$ cat src/rtl/alu_iterative.sv
// Execute-stage ALU: single-cycle ADD/SUB/AND/OR, iterative shift-add MUL
// that holds stall_o high until the product is ready.
//
//   state  | meaning
//   -------+------------------------------------------------------------
//   S_IDLE | combinational ops; a valid MUL raises stall_o and latches operands
//   S_RUN  | one shift-add iteration per cycle, WIDTH cycles total
//   S_DONE | product on data_o, stall_o low; always returns to S_IDLE
module alu_iterative #(
   parameter int WIDTH = 32
) (
   input  logic             clk_i,
   input  logic             rst_i,
   input  logic             valid_i,
   input  logic [WIDTH-1:0] data1_i,
   input  logic [WIDTH-1:0] data2_i,
   input  logic [2:0]       ALUCtrl_i,
   output logic [WIDTH-1:0] data_o,
   output logic             zero_o,
   output logic             stall_o
);

   localparam int            CW       = (WIDTH > 1) ? $clog2(WIDTH) : 1;
   localparam logic [CW-1:0] CNT_LAST = CW'(WIDTH - 1);

   localparam logic [2:0] OP_ADD = 3'b000;
   localparam logic [2:0] OP_SUB = 3'b001;
   localparam logic [2:0] OP_AND = 3'b010;
   localparam logic [2:0] OP_OR  = 3'b011;
   localparam logic [2:0] OP_MUL = 3'b101;

   typedef enum logic [1:0] {
      S_IDLE = 2'd0,
      S_RUN  = 2'd1,
      S_DONE = 2'd2
   } state_t;

   state_t           state_q, state_d;
   logic [CW-1:0]    cnt_q, cnt_d;
   logic [WIDTH-1:0] acc_q, acc_d;
   logic [WIDTH-1:0] mcand_q, mcand_d;
   logic [WIDTH-1:0] mplier_q, mplier_d;

   logic mul_issue;
   assign mul_issue = valid_i && (ALUCtrl_i == OP_MUL);

   // State and datapath registers, synchronous reset.
   always_ff @(posedge clk_i) begin
      if (rst_i) begin
         state_q  <= S_IDLE;
         cnt_q    <= '0;
         acc_q    <= '0;
         mcand_q  <= '0;
         mplier_q <= '0;
      end else begin
         state_q  <= state_d;
         cnt_q    <= cnt_d;
         acc_q    <= acc_d;
         mcand_q  <= mcand_d;
         mplier_q <= mplier_d;
      end
   end

   // Next-state and multiplier iteration.
   always_comb begin
      state_d  = state_q;
      cnt_d    = cnt_q;
      acc_d    = acc_q;
      mcand_d  = mcand_q;
      mplier_d = mplier_q;
      unique case (state_q)
         S_IDLE: begin
            if (mul_issue) begin
               mcand_d  = data1_i;
               mplier_d = data2_i;
               acc_d    = '0;
               cnt_d    = '0;
               state_d  = S_RUN;
            end
         end
         S_RUN: begin
            if (mplier_q[0]) acc_d = acc_q + mcand_q;
            mcand_d  = mcand_q << 1;
            mplier_d = mplier_q >> 1;
            cnt_d    = cnt_q + CW'(1);
            if (cnt_q == CNT_LAST) state_d = S_DONE;
         end
         S_DONE: begin
            // The pipeline advances on this edge; the MUL code still on
            // ALUCtrl_i belongs to the finished instruction, so never re-issue.
            state_d = S_IDLE;
         end
         default: state_d = S_IDLE;
      endcase
   end

   // Result, zero flag and stall; reset forces a quiet, non-stalling output.
   always_comb begin
      data_o  = '0;
      stall_o = 1'b0;
      if (!rst_i) begin
         unique case (state_q)
            S_IDLE: begin
               stall_o = mul_issue;
               case (ALUCtrl_i)
                  OP_ADD:  data_o = data1_i + data2_i;
                  OP_SUB:  data_o = data1_i - data2_i;
                  OP_AND:  data_o = data1_i & data2_i;
                  OP_OR:   data_o = data1_i | data2_i;
                  default: data_o = '0;
               endcase
            end
            S_RUN:   stall_o = 1'b1;
            S_DONE:  data_o  = acc_q;
            default: data_o  = '0;
         endcase
      end
      zero_o = (data_o == '0);
   end

endmodule

$ cat config.mk
export PLATFORM = sky130hd
export DESIGN_NAME = alu_iterative
export DESIGN_NICKNAME = d
export VERILOG_FILES = /design/src/rtl/alu_iterative.sv
export SDC_FILE = /design/constraint.sdc
export NUM_CORES = 1
export LEC_CHECK = 0
export CAP_MARGIN = 30
export CORE_MARGIN = 2
export CORE_UTILIZATION = 52
export CTS_BUF_LIST = sky130_fd_sc_hd__clkbuf_4 sky130_fd_sc_hd__clkbuf_8
export DETAILED_ROUTE_END_ITERATION = 7
export PLACE_DENSITY = 0.79
export SYNTH_ARGS = -nofsm -noshare
export SYNTH_HDL_FRONTEND = slang
export SYNTH_SLANG_ARGS = --single-unit
$ cat constraint.sdc
create_clock -name clk_i -period 8.8 [get_ports clk_i]
set_input_delay 1.32 -clock clk_i [delete_from_list [all_inputs] [get_ports clk_i]]
set_output_delay 1.32 -clock clk_i [all_outputs]
set_load 0.02 [all_outputs]
== Yosys cells after proc, flatten, opt, wreduce, memory -nomap -nowiden ==
Cells that the tools add are included.
Word-level totals
  bits in registers: 103
  memory bits (read-only): 0
  memories: 0
  RAM bits: 0
  latch bits: 0
  bits of input ports: 70
  logic and storage cells: 46
Cells by class
  multiplexer cells: 17
  reduce and logical (&&, ||, !) cells: 8
  $lt $le $gt $ge: 0
  eq/ne operators: 10
  $mul: 0
  bitwise gates (word level): 2
  shifts and indexed selects: 0
  add/subtract/negate cells: 4
  divide/modulo/power cells: 0
Operators with widths (number)
  32-bit case mux with 2 select lines: 4
  32-bit 2-to-1 mux: 5
  32-bit case mux with 4 select lines: 1
  32-bit adder: 2
  32-bit bitwise AND: 1
  32-bit logical NOT: 1
  32-bit bitwise OR: 1
  32-bit subtractor: 1
  5-bit case mux with 2 select lines: 1
  3-bit by 2-bit == test with 1-bit output (second input constant): 2
  2-bit != test (second input constant): 3
  5-bit by 1-bit adder with 5-bit output (second input constant): 1
  5-bit == test (second input constant): 1
  5-bit 2-to-1 mux: 1
  2-bit 2-to-1 mux: 2
  2-bit case mux with 2 select lines: 1
  2-bit AND reduction: 2
  3-bit by 1-bit == test with 1-bit output (second input constant): 1
  3-bit == test (second input constant): 1
  3-bit logical NOT: 1
  3-bit AND reduction: 1
  2-bit by 1-bit == test with 1-bit output (second input constant): 1
  2-bit == test (second input constant): 1
  2-bit logical NOT: 1
  other kinds (4): 4

== Depth between registers and ports, before layout ==
  depth after elaboration: 5
  depth in mapped cells: 22

== Least setup slack after synthesis ==
OpenSTA, ideal clock, no wires.
  path type: input port to output port
  from: input port data2_i[7]
  to: output port zero_o
  buffers on the path: 3
  stages: 21
  slack: 1.267 ns
  data arrival time: 6.213 ns
  path through: clkbuf_1 or4_1 or3_1 nand2b_1 or3_1 or3_1 clkbuf_1 o31ai_1 xor2_1 ha_1 clkbuf_1 a21oi_1 o21ai_0 or3_1 o21ai_1 o21ai_1 xnor2_1 o21ai_0 a22o_1 or3b_1 nor4b_2
Between the ends
  longest elaborated chain between the ends: 5
  elaborated cells between the ends (all ways): 8
  those cells by class: add/sub: 2; mux: 3; bitwise: 2; reduce/logical: 1
Ends and longest elaborated chain
  from (decl): RTL line 16  | input logic [WIDTH-1:0] data2_i,
  32-bit subtractor or 32-bit adder (tied branches): RTL line 107, 106
  32-bit case mux with 4 select lines *: RTL line 105  | case (ALUCtrl_i)
  32-bit case mux with 2 select lines *: RTL line 102  | unique case (state_q)
  32-bit 2-to-1 mux *: RTL line 101  | if (!rst_i) begin
  net data_o[26]: RTL line 18  | output logic [WIDTH-1:0] data_o,
  32-bit logical NOT *: RTL line 118  | zero_o = (data_o == '0);
  to (decl): RTL line 19  | output logic zero_o,
Mark *: on every way through the listed nets, which the timed path passes. The rest lies on a longest branch.

== Final worst setup path ==
  from: input port data2_i[10]
  to: output port zero_o
Between the ends
  longest elaborated chain between the ends: 5
  elaborated cells between the ends (all ways): 8
  those cells by class: add/sub: 2; mux: 3; bitwise: 2; reduce/logical: 1
Ends and longest elaborated chain
  32-bit subtractor (tied with other cells): RTL line 107  | OP_SUB: data_o = data1_i - data2_i;
  32-bit case mux with 4 select lines *: RTL line 105
  32-bit case mux with 2 select lines *: RTL line 102
  32-bit 2-to-1 mux *: RTL line 101
  32-bit logical NOT *: RTL line 118
Mark *: on every way between the ends. The rest lies on a longest branch, timed or not.

==> flow_metrics.env <==
export IMPL_hold_viol_final=0
export IMPL_syn_cell_area_mm2=0.00917
export IMPL_clk_latency_ns=0.40
export IMPL_grt_overflow=0
export IMPL_cp_start_kind="input port"
export IMPL_rrSetupSlack_ns=5.34
export IMPL_ir_drop_uv=90.2
export IMPL_tightestPinTransition_ns=0.952
export IMPL_yosys_warnings=0
export IMPL_setup_tns_ns=0
export IMPL_r2r_start="acc_q[1]"
export IMPL_worstHoldEndpoint="cnt_q[4]"
export IMPL_synth_seq_area_share_pct=22.5
export IMPL_hp_start="cnt_q[4]"
export IMPL_dp_hpwl_um=22700
export IMPL_synth_net_count=1403
export IMPL_portBuffers=103
export IMPL_synth_top_family_by_area="compound AO/OA/AOI/OAI gates"
export IMPL_synth_ff_type="dfxtp_1"
export IMPL_drt_iter0_markers=1004
export IMPL_drtAntennaViolNets=0
export IMPL_setup_viol=0
export IMPL_die_y_um=137
export IMPL_status="completed"
export IMPL_synth_edf_count=0
export IMPL_cp_end_kind="output port"
export IMPL_synth_distinct_cells=72
export IMPL_grt_total_usage_pct=31.6
export IMPL_rows=48
export IMPL_start_util_pct=53.2
export IMPL_yosys_area_share_simple_pct=24.4
export IMPL_dpl_worst_slack_ns=0.275
export IMPL_ys_ff_latch=103
export IMPL_grt_start_max_net_pins=85
export IMPL_die_x_um=137
export IMPL_vias=9467
export IMPL_fin_nets=1454
export IMPL_fin_ws_ns=0.680
export IMPL_viasPerCell=6.13
export IMPL_cts_sinks=103
export IMPL_critPathArrivalTime_ns=6.80
export IMPL_min_delay_path_class="reg2reg"
export IMPL_synth_async_reset_ratio_pct=0
export IMPL_clock_path_buffers=2
export IMPL_io_pins=104
export IMPL_netlist_instances=1264
export IMPL_cts_tree="yes"
export IMPL_cts_root_buf="clkbuf_8"
export IMPL_clkTransAtPathRegs_ns=0.10
export IMPL_postLayoutCellArea_mm2=0.0106
export IMPL_max_freq_mhz=123
export IMPL_drc=0
export IMPL_report_final_slew_viol_count=0
export IMPL_synth_compound_area_share_pct=27.6
export IMPL_fin_crit_sh_pct=92.3
export IMPL_drive_gt1_share_pct=4.92
export IMPL_dieArea_mm2=0.0187
export IMPL_syn_area_per_cell_um2=7.25
export IMPL_synth_xor_area_share_pct=7.92
export IMPL_muxShareOfSynthArea_pct=0.328
export IMPL_rsz0062_at_grt="false"
export IMPL_reg2reg_depth=12
export IMPL_dpl_cell_area_mm2=0.0103
export IMPL_critPathKind="in2out"
export IMPL_wirelength_um=29600
export IMPL_cts_inserted_buffers=9
export IMPL_antenna_found_initial=0
export IMPL_cap_violations=0
export IMPL_first_global_vias=8496
export IMPL_wl_per_cell_um=19.1
export IMPL_gp_congestion=0.989
export IMPL_cp_required_ns=7.48
export IMPL_core_area_mm2=0.0172
export IMPL_min_delay_path_depth=2
export IMPL_slew_headroom_pct=36.5
export IMPL_power_leakage_nw=4.20
export IMPL_n_antenna_cell=0
export IMPL_htreeDepth=3
export IMPL_critPathMaxFanout=7
export IMPL_min_period_ns=8.12
export IMPL_syn_to_final_growth_pct=15.2
export IMPL_synth_fa_ha_area_share_pct=12.7
export IMPL_grt_pass1_wl_um=46200
export IMPL_drt_first_pass_iters=5
export IMPL_cellPowerDensity_mw_per_mm2=121
export IMPL_r2r_end="acc_q[31]"
export IMPL_finClkSkew_ns=0.0161
==> kinds of logic after synthesis <==
group | after synthesis
and+or+nand+nor | 502
AOI/OAI and AO/OA | 372
buffers and inverters | 104
DFF | 103
adders and majority gates | 98
xor gates and xnor gates | 82
muxes | 3
==> timing repair <==
item / 4_1_cts / 5_1_grt
setup buffers: 0 / 0
resized for setup: 0 / 6
hold buffers: 0 / 0
endpoints found under the hold margin: 0 / 0
endpoints found under the setup margin: 0 / 1
==> worst max path at each step <==
stage / slack, ns / end / start
after floorplan: 1.27 / zero_o / data2_i[7]
after global placement: 0.33 / zero_o / data2_i[10]
after detailed placement: 0.28 / zero_o / data2_i[10]
after CTS: 0.26 / zero_o / data2_i[10]
after global routing: 0.35 / data_o[28] / data2_i[10]
final: 0.68 / zero_o / data2_i[10]
==> final cells by class <==
cell class                      count  area [um2]
Clock buffer                       11         151
Clock inverter                      5        62.6
Fill cell                        1596        6680
Inverter                           18        67.6
Multi-Input combinational cell   1057        6730
Sequential cell                   103        2060
Tap cell                          225         282
Timing Repair Buffer              126        1200
==> cell usage after synthesis, types with 5 or more instances <==
cell / n / area, um2
o21bai_1: 10 / 75.1
a21oi_1: 95 / 475
nand2_1: 205 / 769
clkbuf_1: 68 / 255
a31o_2: 5 / 43.8
nor3_1: 24 / 120
maj3_1: 29 / 290
nand2b_1: 14 / 87.6
o22ai_1: 6 / 37.5
a211oi_1: 10 / 75.1
nor2_1: 153 / 574
o21ai_0: 58 / 290
and2_1: 6 / 37.5
o21a_1: 9 / 67.6
a21o_1: 27 / 203
xnor2_1: 43 / 377
ha_1: 67 / 838
a311oi_1: 64 / 561
or3_1: 16 / 100
a22oi_1: 34 / 255
buf_2: 11 / 55.1
nand3_1: 30 / 150
dfxtp_1: 103 / 2060
o31ai_1: 10 / 75.1
a31oi_1: 11 / 68.8
and3_1: 5 / 31.3
nand4_1: 14 / 87.6
inv_1: 18 / 67.6
xor2_1: 38 / 333
or4_1: 7 / 52.6
nor2b_1: 6 / 37.5
==> per-stage QoR <==
step / power [mW] / std cells / hold slack, ns / util [%]
finish: 1.27 / 1545 / 0.479 / 61.3
global route: 1.33 / 1545 / 0.508 / 61.3
CTS: 1.26 / 1545 / 0.480 / 61.1
detailed placement: 0.929 / 1529 / 0.465 / 59.8
global placement: 0.931 / 1529 / 0.458 / 59.8
floorplan: 0.786 / 1264 / 0.448 / -
==> critical path, stage by stage <==
cell,delay [ns]
clkdlybuf4s50_1,0.41
or4_1,0.60
or3_1,0.37
nand2b_1,0.17
or3_1,0.36
or3_1,0.42
nand2_1,0.12
xor2_1,0.07
ha_1,0.40
nand4_1,0.20
nor3_1,0.23
o211a_1,0.21
nor2_1,0.06
or4b_2,0.62
a311oi_1,0.49
nor4_2,0.13
and4b_1,0.21
nand4bb_1,0.12
nor4b_2,0.07
dlymetal6s2s_1,0.22
==> cells in the final DEF, fill, tap and decap left out, types with 7 or more instances in the layout <==
cell / netlist / final
nand2_1: 205 / 205
nor2_1: 153 / 152
dfxtp_1: 103 / 103
clkdlybuf4s50_1: 0 / 101
a21oi_1: 95 / 94
ha_1: 67 / 67
a311oi_1: 64 / 64
o21ai_0: 58 / 58
xnor2_1: 43 / 43
xor2_1: 38 / 38
a22oi_1: 34 / 34
nand3_1: 30 / 30
maj3_1: 29 / 29
a21o_1: 27 / 27
nor3_1: 24 / 24
buf_4: 3 / 24
inv_1: 18 / 18
or3_1: 16 / 16
nand4_1: 14 / 14
nand2b_1: 14 / 13
a31oi_1: 11 / 11
clkbuf_8: 0 / 11
o31ai_1: 10 / 10
o21bai_1: 10 / 10
a211oi_1: 10 / 9
o21a_1: 9 / 9
or4_1: 7 / 7
==> where the power goes <==
group	internal [mW]	switching (mW)
Combinational	0.183	0.257
Clock	0.150	0.190
Sequential	0.483	0.0122
Total	0.815	0.459
==> metal layers <==
metal	routed length, um	track usage (%)	vias to the layer above
met5	0	0	-
met4	714	9.51	0
met3	2010	4.22	46
met2	13000	49.3	341
met1	13800	45.2	4369
li1	-	-	4711
==> registers in the layout, indices dropped and copies added (netlist names) <==
name / flops
acc_q: 32
mcand_q: 32
state_q: 2
mplier_q: 32
cnt_q: 5
Power figures use the tool's default switching activity.
